`src/rtl/cramer_solver_if.sv`:
```
// ---------------------------------------------------------------------------
// cramer_solver_if
// Bundles the request and result channels of the 2x2 Cramer solver.
//
// Handshake rules (both channels): a transfer happens on a rising clk edge
// where valid and ready are both 1. The producer holds valid and its payload
// stable until that edge. The request channel (a11..b2, in_valid/in_ready)
// flows master->slave. The result channel (x, y, det, singular, exact,
// out_valid/out_ready) flows slave->master.
//
// Signals (QW = 2*W+1):
//   a11,a12,a21,a22,b1,b2 [W-1:0]  signed coefficients / constants
//   in_valid, in_ready              request handshake
//   x, y, det [QW-1:0]              signed quotients Dx/D, Dy/D and D
//   singular, exact                 D==0 / both remainders zero
//   out_valid, out_ready            result handshake
// Modports: master = stimulus / consumer side, slave = solver side.
// ---------------------------------------------------------------------------
interface cramer_solver_if #(parameter int W = 12);
    localparam int QW = 2 * W + 1;

    logic signed [W-1:0]  a11, a12, a21, a22, b1, b2;
    logic                 in_valid;
    logic                 in_ready;
    logic signed [QW-1:0] x, y, det;
    logic                 singular;
    logic                 exact;
    logic                 out_valid;
    logic                 out_ready;

    modport master (
        output a11, a12, a21, a22, b1, b2, in_valid, out_ready,
        input  in_ready, x, y, det, singular, exact, out_valid
    );

    modport slave (
        input  a11, a12, a21, a22, b1, b2, in_valid, out_ready,
        output in_ready, x, y, det, singular, exact, out_valid
    );
endinterface

```
`src/rtl/cramer_solver.sv`:
```
// ---------------------------------------------------------------------------
// cramer_solver
// Solves a11*x + a12*y = b1, a21*x + a22*y = b2 by Cramer's rule.
// IDLE accepts a coefficient set, DET forms D, Dx, Dy at full precision,
// DIV runs two restoring dividers (one quotient bit per cycle, QW cycles),
// DONE presents the result until the consumer takes it.
//
// Ports:
//   clk        single clock, all state changes on its rising edge
//   reset      synchronous, active-high
//   bus        cramer_solver_if.slave (request in, result out)
//   dbg_state  current FSM state (0 IDLE, 1 DET, 2 DIV, 3 DONE)
// ---------------------------------------------------------------------------
module cramer_solver #(
    parameter int W = 12
) (
    input  logic                  clk,
    input  logic                  reset,
    cramer_solver_if.slave        bus,
    output logic [1:0]            dbg_state
);
    localparam int QW = 2 * W + 1;
    localparam int CW = $clog2(QW + 1);

    typedef enum logic [1:0] {IDLE = 2'd0, DET = 2'd1, DIV = 2'd2, DONE = 2'd3} state_t;

    state_t               state_q, state_d;
    logic signed [W-1:0]  a11_q, a12_q, a21_q, a22_q, b1_q, b2_q;
    logic signed [W-1:0]  a11_d, a12_d, a21_d, a22_d, b1_d, b2_d;
    logic signed [QW-1:0] x_q, y_q, det_q, dval_q;
    logic signed [QW-1:0] x_d, y_d, det_d, dval_d;
    logic                 singular_q, exact_q, negx_q, negy_q;
    logic                 singular_d, exact_d, negx_d, negy_d;
    // Divider state: dvd registers start as dividend magnitudes and fill
    // with quotient bits from the LSB as the dividend shifts out the MSB.
    logic [QW-1:0]        dvs_q, dvdx_q, dvdy_q, remx_q, remy_q;
    logic [QW-1:0]        dvs_d, dvdx_d, dvdy_d, remx_d, remy_d;
    logic [CW-1:0]        cnt_q, cnt_d;

    logic [QW-1:0]        dvdx_n, dvdy_n, remx_n, remy_n;
    logic signed [QW-1:0] e11, e12, e21, e22, eb1, eb2;
    logic signed [QW-1:0] d_c, dx_c, dy_c;

    // Sign-extend before multiplying so every product is exact at QW bits.
    assign e11  = QW'(a11_q);
    assign e12  = QW'(a12_q);
    assign e21  = QW'(a21_q);
    assign e22  = QW'(a22_q);
    assign eb1  = QW'(b1_q);
    assign eb2  = QW'(b2_q);
    assign d_c  = e11 * e22 - e12 * e21;
    assign dx_c = eb1 * e22 - e12 * eb2;
    assign dy_c = e11 * eb2 - eb1 * e21;

    function automatic logic [QW-1:0] mag(input logic signed [QW-1:0] v);
        return v[QW-1] ? QW'(-v) : QW'(v);
    endfunction

    // One restoring step. The partial remainder is always below the divisor,
    // so after a successful subtract the low QW bits hold the exact result.
    function automatic void div_step(
        input  logic [QW-1:0] rem, dvd, dvs,
        output logic [QW-1:0] rem_n, dvd_n
    );
        logic [QW:0] trial;
        logic        qbit;
        trial = {rem, dvd[QW-1]};
        qbit  = (trial >= {1'b0, dvs});
        rem_n = qbit ? (trial[QW-1:0] - dvs) : trial[QW-1:0];
        dvd_n = {dvd[QW-2:0], qbit};
    endfunction

    always_comb begin
        state_d    = state_q;
        a11_d      = a11_q;
        a12_d      = a12_q;
        a21_d      = a21_q;
        a22_d      = a22_q;
        b1_d       = b1_q;
        b2_d       = b2_q;
        x_d        = x_q;
        y_d        = y_q;
        det_d      = det_q;
        dval_d     = dval_q;
        singular_d = singular_q;
        exact_d    = exact_q;
        negx_d     = negx_q;
        negy_d     = negy_q;
        dvs_d      = dvs_q;
        dvdx_d     = dvdx_q;
        dvdy_d     = dvdy_q;
        remx_d     = remx_q;
        remy_d     = remy_q;
        cnt_d      = cnt_q;

        div_step(remx_q, dvdx_q, dvs_q, remx_n, dvdx_n);
        div_step(remy_q, dvdy_q, dvs_q, remy_n, dvdy_n);

        case (state_q)
            IDLE: begin
                if (bus.in_valid) begin
                    a11_d   = bus.a11;
                    a12_d   = bus.a12;
                    a21_d   = bus.a21;
                    a22_d   = bus.a22;
                    b1_d    = bus.b1;
                    b2_d    = bus.b2;
                    state_d = DET;
                end
            end
            DET: begin
                if (d_c == '0) begin
                    x_d        = '0;
                    y_d        = '0;
                    det_d      = '0;
                    singular_d = 1'b1;
                    exact_d    = 1'b0;
                    state_d    = DONE;
                end else begin
                    dval_d  = d_c;
                    dvs_d   = mag(d_c);
                    dvdx_d  = mag(dx_c);
                    dvdy_d  = mag(dy_c);
                    remx_d  = '0;
                    remy_d  = '0;
                    negx_d  = dx_c[QW-1] ^ d_c[QW-1];
                    negy_d  = dy_c[QW-1] ^ d_c[QW-1];
                    cnt_d   = '0;
                    state_d = DIV;
                end
            end
            DIV: begin
                dvdx_d = dvdx_n;
                dvdy_d = dvdy_n;
                remx_d = remx_n;
                remy_d = remy_n;
                cnt_d  = cnt_q + CW'(1);
                // Last step: the outputs load straight from the final step.
                if (cnt_q == CW'(QW - 1)) begin
                    x_d        = negx_q ? -dvdx_n : dvdx_n;
                    y_d        = negy_q ? -dvdy_n : dvdy_n;
                    det_d      = dval_q;
                    singular_d = 1'b0;
                    exact_d    = (remx_n == '0) && (remy_n == '0);
                    state_d    = DONE;
                end
            end
            DONE: begin
                if (bus.out_ready) state_d = IDLE;
            end
            default: state_d = IDLE;
        endcase
    end

    always_ff @(posedge clk) begin
        if (reset) begin
            state_q    <= IDLE;
            a11_q      <= '0;
            a12_q      <= '0;
            a21_q      <= '0;
            a22_q      <= '0;
            b1_q       <= '0;
            b2_q       <= '0;
            x_q        <= '0;
            y_q        <= '0;
            det_q      <= '0;
            dval_q     <= '0;
            singular_q <= 1'b0;
            exact_q    <= 1'b0;
            negx_q     <= 1'b0;
            negy_q     <= 1'b0;
            dvs_q      <= '0;
            dvdx_q     <= '0;
            dvdy_q     <= '0;
            remx_q     <= '0;
            remy_q     <= '0;
            cnt_q      <= '0;
        end else begin
            state_q    <= state_d;
            a11_q      <= a11_d;
            a12_q      <= a12_d;
            a21_q      <= a21_d;
            a22_q      <= a22_d;
            b1_q       <= b1_d;
            b2_q       <= b2_d;
            x_q        <= x_d;
            y_q        <= y_d;
            det_q      <= det_d;
            dval_q     <= dval_d;
            singular_q <= singular_d;
            exact_q    <= exact_d;
            negx_q     <= negx_d;
            negy_q     <= negy_d;
            dvs_q      <= dvs_d;
            dvdx_q     <= dvdx_d;
            dvdy_q     <= dvdy_d;
            remx_q     <= remx_d;
            remy_q     <= remy_d;
            cnt_q      <= cnt_d;
        end
    end

    // Handshake outputs decode straight from the state register.
    assign bus.in_ready  = (state_q == IDLE);
    assign bus.out_valid = (state_q == DONE);
    assign bus.x         = x_q;
    assign bus.y         = y_q;
    assign bus.det       = det_q;
    assign bus.singular  = singular_q;
    assign bus.exact     = exact_q;
    assign dbg_state     = state_q;
endmodule

```
`src/flat_wrapper.sv`:
```
// flat-port wrapper written by rule: the top's interface ports become plain ports
module cramer_solver_flat 
#(
    parameter int W = 12
)
  (clk, reset, dbg_state, bus_a11, bus_a12, bus_a21, bus_a22, bus_b1, bus_b2, bus_in_valid, bus_out_ready, bus_in_ready, bus_x, bus_y, bus_det, bus_singular, bus_exact, bus_out_valid);
  cramer_solver_if #(.W(W)) bus_i ();
  input  logic clk;
  input  logic reset;
  output logic [1:0] dbg_state;
  input wire logic [$bits(bus_i.a11)-1:0] bus_a11;
  input wire logic [$bits(bus_i.a12)-1:0] bus_a12;
  input wire logic [$bits(bus_i.a21)-1:0] bus_a21;
  input wire logic [$bits(bus_i.a22)-1:0] bus_a22;
  input wire logic [$bits(bus_i.b1)-1:0] bus_b1;
  input wire logic [$bits(bus_i.b2)-1:0] bus_b2;
  input wire logic [$bits(bus_i.in_valid)-1:0] bus_in_valid;
  input wire logic [$bits(bus_i.out_ready)-1:0] bus_out_ready;
  output wire logic [$bits(bus_i.in_ready)-1:0] bus_in_ready;
  output wire logic [$bits(bus_i.x)-1:0] bus_x;
  output wire logic [$bits(bus_i.y)-1:0] bus_y;
  output wire logic [$bits(bus_i.det)-1:0] bus_det;
  output wire logic [$bits(bus_i.singular)-1:0] bus_singular;
  output wire logic [$bits(bus_i.exact)-1:0] bus_exact;
  output wire logic [$bits(bus_i.out_valid)-1:0] bus_out_valid;
  assign bus_i.a11 = bus_a11;
  assign bus_i.a12 = bus_a12;
  assign bus_i.a21 = bus_a21;
  assign bus_i.a22 = bus_a22;
  assign bus_i.b1 = bus_b1;
  assign bus_i.b2 = bus_b2;
  assign bus_i.in_valid = bus_in_valid;
  assign bus_i.out_ready = bus_out_ready;
  assign bus_in_ready = bus_i.in_ready;
  assign bus_x = bus_i.x;
  assign bus_y = bus_i.y;
  assign bus_det = bus_i.det;
  assign bus_singular = bus_i.singular;
  assign bus_exact = bus_i.exact;
  assign bus_out_valid = bus_i.out_valid;
  cramer_solver #(.W(W)) u_core (.clk(clk), .reset(reset), .bus(bus_i), .dbg_state(dbg_state));
endmodule
```
`config.mk`:
```
export PLATFORM = sky130hd
export DESIGN_NAME = cramer_solver_flat
export DESIGN_NICKNAME = d
export VERILOG_FILES = /design/src/rtl/cramer_solver_if.sv /design/src/rtl/cramer_solver.sv /design/src/flat_wrapper.sv
export SDC_FILE = /design/constraint.sdc
export NUM_CORES = 2
export LEC_CHECK = 0
export CAP_MARGIN = 20
export CORE_MARGIN = 2
export CORE_UTILIZATION = 59
export DETAILED_ROUTE_END_ITERATION = 10
export GPL_ROUTABILITY_DRIVEN = 0
export HOLD_SLACK_MARGIN = 0.08
export PLACE_DENSITY = 0.8
export SETUP_SLACK_MARGIN = 0.02
export SYNTH_ARGS = -nofsm -noshare
export SYNTH_HDL_FRONTEND = slang
export SYNTH_SLANG_ARGS = --single-unit
```
`constraint.sdc`:
```
create_clock -name clk -period 7.96 [get_ports clk]
set_input_delay 0.796 -clock clk [delete_from_list [all_inputs] [get_ports clk]]
set_output_delay 0.796 -clock clk [all_outputs]
set_load 0.02 [all_outputs]
```
==> impl_metrics.env <==
export IMPL_synth_adder_area_share_pct=41.2
export IMPL_dr_total_vias=47677
export IMPL_synth_top_family_by_area="adder cells"
export IMPL_clock_sinks=307
export IMPL_gr_total_overflow=0
export IMPL_drtPass1Iterations=8
export IMPL_finalCriticalPeriod_ns=7.86
export IMPL_cpMostUsedCell="fa_1"
export IMPL_clk_pin_slew_ns=0.06
export IMPL_fillerInstances=6649
export IMPL_cp_start_kind="flip-flop"
export IMPL_die_h_um=306
export IMPL_syn_nets=7899
export IMPL_clock_path_buffers=3
export IMPL_async_reset_ff_share_pct=0
export IMPL_root_buffer="clkbuf_16"
export IMPL_wirelength_um=156000
export IMPL_skew_ns=0.0644
export IMPL_status="finished clean"
export IMPL_avgSynthCellArea_um2=8.21
export IMPL_hold_viol_final=0
export IMPL_grt_first_pass_wirelength_um=242000
export IMPL_core_area_um2=90100
export IMPL_ys_seq_area_share_pct=11.4
export IMPL_grt_usage_pct=32.0
export IMPL_drc=0
export IMPL_io_pins=157
export IMPL_fin_util_pct=69.6
export IMPL_multiInputGateArea_um2=43700
export IMPL_antenna_found_initial=1
export IMPL_powerDensity_nw_per_um2=381
export IMPL_synth_seq_cells=307
export IMPL_grt_max_degree=90
export IMPL_slew_headroom_pct=28.3
export IMPL_synthMuxAreaShare_pct=0.398
export IMPL_yosys_area_top_type_share_pct=31.0
export IMPL_die_area_um2=93600
export IMPL_slew_viol_final=0
export IMPL_antenna_left=0
export IMPL_hold_class="flip-flop to flip-flop"
export IMPL_worstPathRequired_ns=8.47
export IMPL_synth_top_area_cell="fa_1"
export IMPL_yosys_warnings=0
export IMPL_final_cell_area_um2=62800
export IMPL_reg2reg_setup_slack_ns=0.10
export IMPL_final_seq_area_um2=6230
export IMPL_fin_nets=8258
export IMPL_cp_max_fo=13
export IMPL_cp_num_buf_inv=7
export IMPL_finalCritPeriodShare_pct=98.7
export IMPL_netlist_top_cells_area="fa_1 (31%), dfxtp_1 (11%), ha_1 (10%)"
export IMPL_place_area_um2=59200
export IMPL_postSynthCellCount=6551
export IMPL_drt_iter0_markers=4235
export IMPL_slowest_stage="or4b_4"
export IMPL_dp_final_hpwl_um=120000
export IMPL_via_per_inst=5.88
export IMPL_synthSimpleGateAreaFrac_pct=18.9
export IMPL_arrival_ns=8.37
export IMPL_die_width_um=306
export IMPL_setup_worst_path_class="flip-flop to flip-flop"
export IMPL_rsz0062_at_grt="yes"
export IMPL_synth_xor_area_share_pct=5.29
export IMPL_ys_flop_type="dfxtp_1"
export IMPL_final_setup_viol_count=0
export IMPL_synth_compound_area_share_pct=12.7
export IMPL_critPathMaxStageDelay_ns=0.57
export IMPL_worstMarginPinSlew_ns=1.07
export IMPL_synth_area_um2=53800
export IMPL_synth_edf_count=0
export IMPL_numPortBuffers=156
export IMPL_syn_to_final_growth_pct=16.7
export IMPL_clk_latency_ns=0.63
export IMPL_rows=110
export IMPL_maxCapViolations=0
export IMPL_first_global_vias=47598
export IMPL_max_vdd_ir_drop_mv=0.453
export IMPL_drive_gt1_share_pct=13.3
export IMPL_h_tree_depth=2
export IMPL_crit_family="adder cells"
export IMPL_fmax_ghz=0.127
export IMPL_leakage_nw=29.7
export IMPL_ys_types=99
export IMPL_cts_tree="built"
export IMPL_worst_setup_path_end_kind="flip-flop"
export IMPL_start_util_pct=59.7
export IMPL_cts_made_buffers=39
export IMPL_fin_setup_tns_ns=0
export IMPL_wl_per_cell_um=19.2
==> registers in the layout (all words and copies together) (netlist names), 24 cells and up <==
name and count:
u_core.bus.det 25, u_core.bus.x 25, u_core.bus.y 25, u_core.dvdx_q 25, u_core.dvdy_q 25, u_core.dvs_q 25
u_core.remx_q 25, u_core.remy_q 25, u_core.dval_q 24
==> Yosys cell counts, drive strengths merged (14+ instances only) <==
cell type  number
o31ai          23
nor2b          33
ha            439
and3           29
buf            57
a21oi         430
nand3         178
nand4          16
fa            833
o21bai         19
or4            19
nor3          101
xor2           89
clkbuf        260
and2          351
o21ai         169
nor2          228
a211oi         61
nor4           23
a21o           67
inv          1084
dfxtp         307
o211ai         39
o41ai          14
a31oi          26
o2111ai        17
xnor2         235
or2            20
o21a           53
or3            38
nand2        1013
nand2b         82
==> layer usage <==
metal  up-vias  GRT usage [%]  part of all wire (%)
li1      21609              -                     -
met2      2247           51.5                    47
met5         -              0                0.0071
met1     23354           41.9                    39
met3       465           5.59                   8.8
met4         2           15.3                   5.8
==> layout by cell type (no fill, tap or decap), types with 18 or more instances in the layout <==
master           count
a21oi_1            351
nand3_1            170
a211oi_1            36
a21o_1              66
a211oi_2            25
nor3_1              97
nor2_1             210
and3_1              28
clkdlybuf4s50_1    155
fa_1               833
o21bai_1            18
xnor2_1            224
o21a_1              51
ha_1               415
or3_1               37
nor2b_1             32
o31ai_1             23
buf_12              36
xor2_1              85
o21ai_0            140
or4_1               19
dfxtp_1            262
inv_1             1072
and2_1             345
clkbuf_16           52
nand2b_1            81
nor4_1              19
a21oi_2             74
dfxtp_2             33
o211ai_1            38
buf_4              382
nand2_1            984
buf_6               37
==> path summary, 6_finish.rpt <==
check / startpoint / endpoint / depth (start not counted)
setup reg to reg: u_core.a11_q[6]$_SDFFE_PP0P_ / u_core.bus.x[20]$_SDFFE_PP0P_ / 32
setup / recovery: u_core.a11_q[6]$_SDFFE_PP0P_ / u_core.bus.x[20]$_SDFFE_PP0P_ / 32
hold reg to reg: u_core.bus.x[8]$_SDFFE_PP0P_ / u_core.bus.x[8]$_SDFFE_PP0P_ / 2
hold / removal: u_core.bus.x[8]$_SDFFE_PP0P_ / u_core.bus.x[8]$_SDFFE_PP0P_ / 2
==> metrics by stage <==
step                      cells  total power [mW]  hold WS, ns  worst slack [ns]
after global routing       8113              25.5        0.472            -0.210
after detailed placement   7997              19.6        0.444            -0.325
after floorplan            6551              13.8        0.432             0.150
final                      8114              23.9        0.450             0.103
after global placement     7997              19.2        0.438            -0.134
after CTS                  8067              21.8        0.451           -0.0201
==> power by group <==
part	leakage [nW]	switching (mW)	internal (mW)
registers	2.52	0.357	1.80
clock network	0.635	0.819	1.09
logic	26.5	11.5	8.34
==> final cells by class <==
| class | instances | area share [%] |
|---|---|---|
| Multi-Input combinational cell | 4842 | 69.5 |
| Sequential cell | 307 | 9.93 |
| Timing Repair Buffer | 633 | 9.59 |
| Inverter | 1087 | 6.50 |
| Tap cell | 1176 | 2.34 |
| Clock buffer | 47 | 1.68 |
| Clock inverter | 21 | 0.415 |
| Antenna cell | 1 | 0.00399 |
==> worst min-delay path: cells and delay by family, from the launching register on <==
family | cells | cell delay (ns)
AO/OA/AOI/OAI | 1 | 0.05
flip-flops | 1 | 0.31
AND/OR/NAND/NOR | 1 | 0.05
==> what timing repair did <==
item | CTS | global route
cloned | 1 | 17
pin swaps | 2 | 151
setup endpoints to repair | 233 | 234
hold buffers | 0 | 0
resized for setup | 52 | 384
setup buffers | 1 | 30
endpoints found under the hold margin | 0 | 0
==> cells by family after synthesis <==
| group | count (synthesis) |
|---|---|
| muxes | 20 |
| xor gates and xnor gates | 324 |
| adders and majority gates | 1272 |
| AOI/OAI and AO/OA | 1064 |
| buffers and inverters | 1404 |
| DFF | 307 |
| and+or+nand+nor | 2160 |
(Power assumes the default switching activity.)
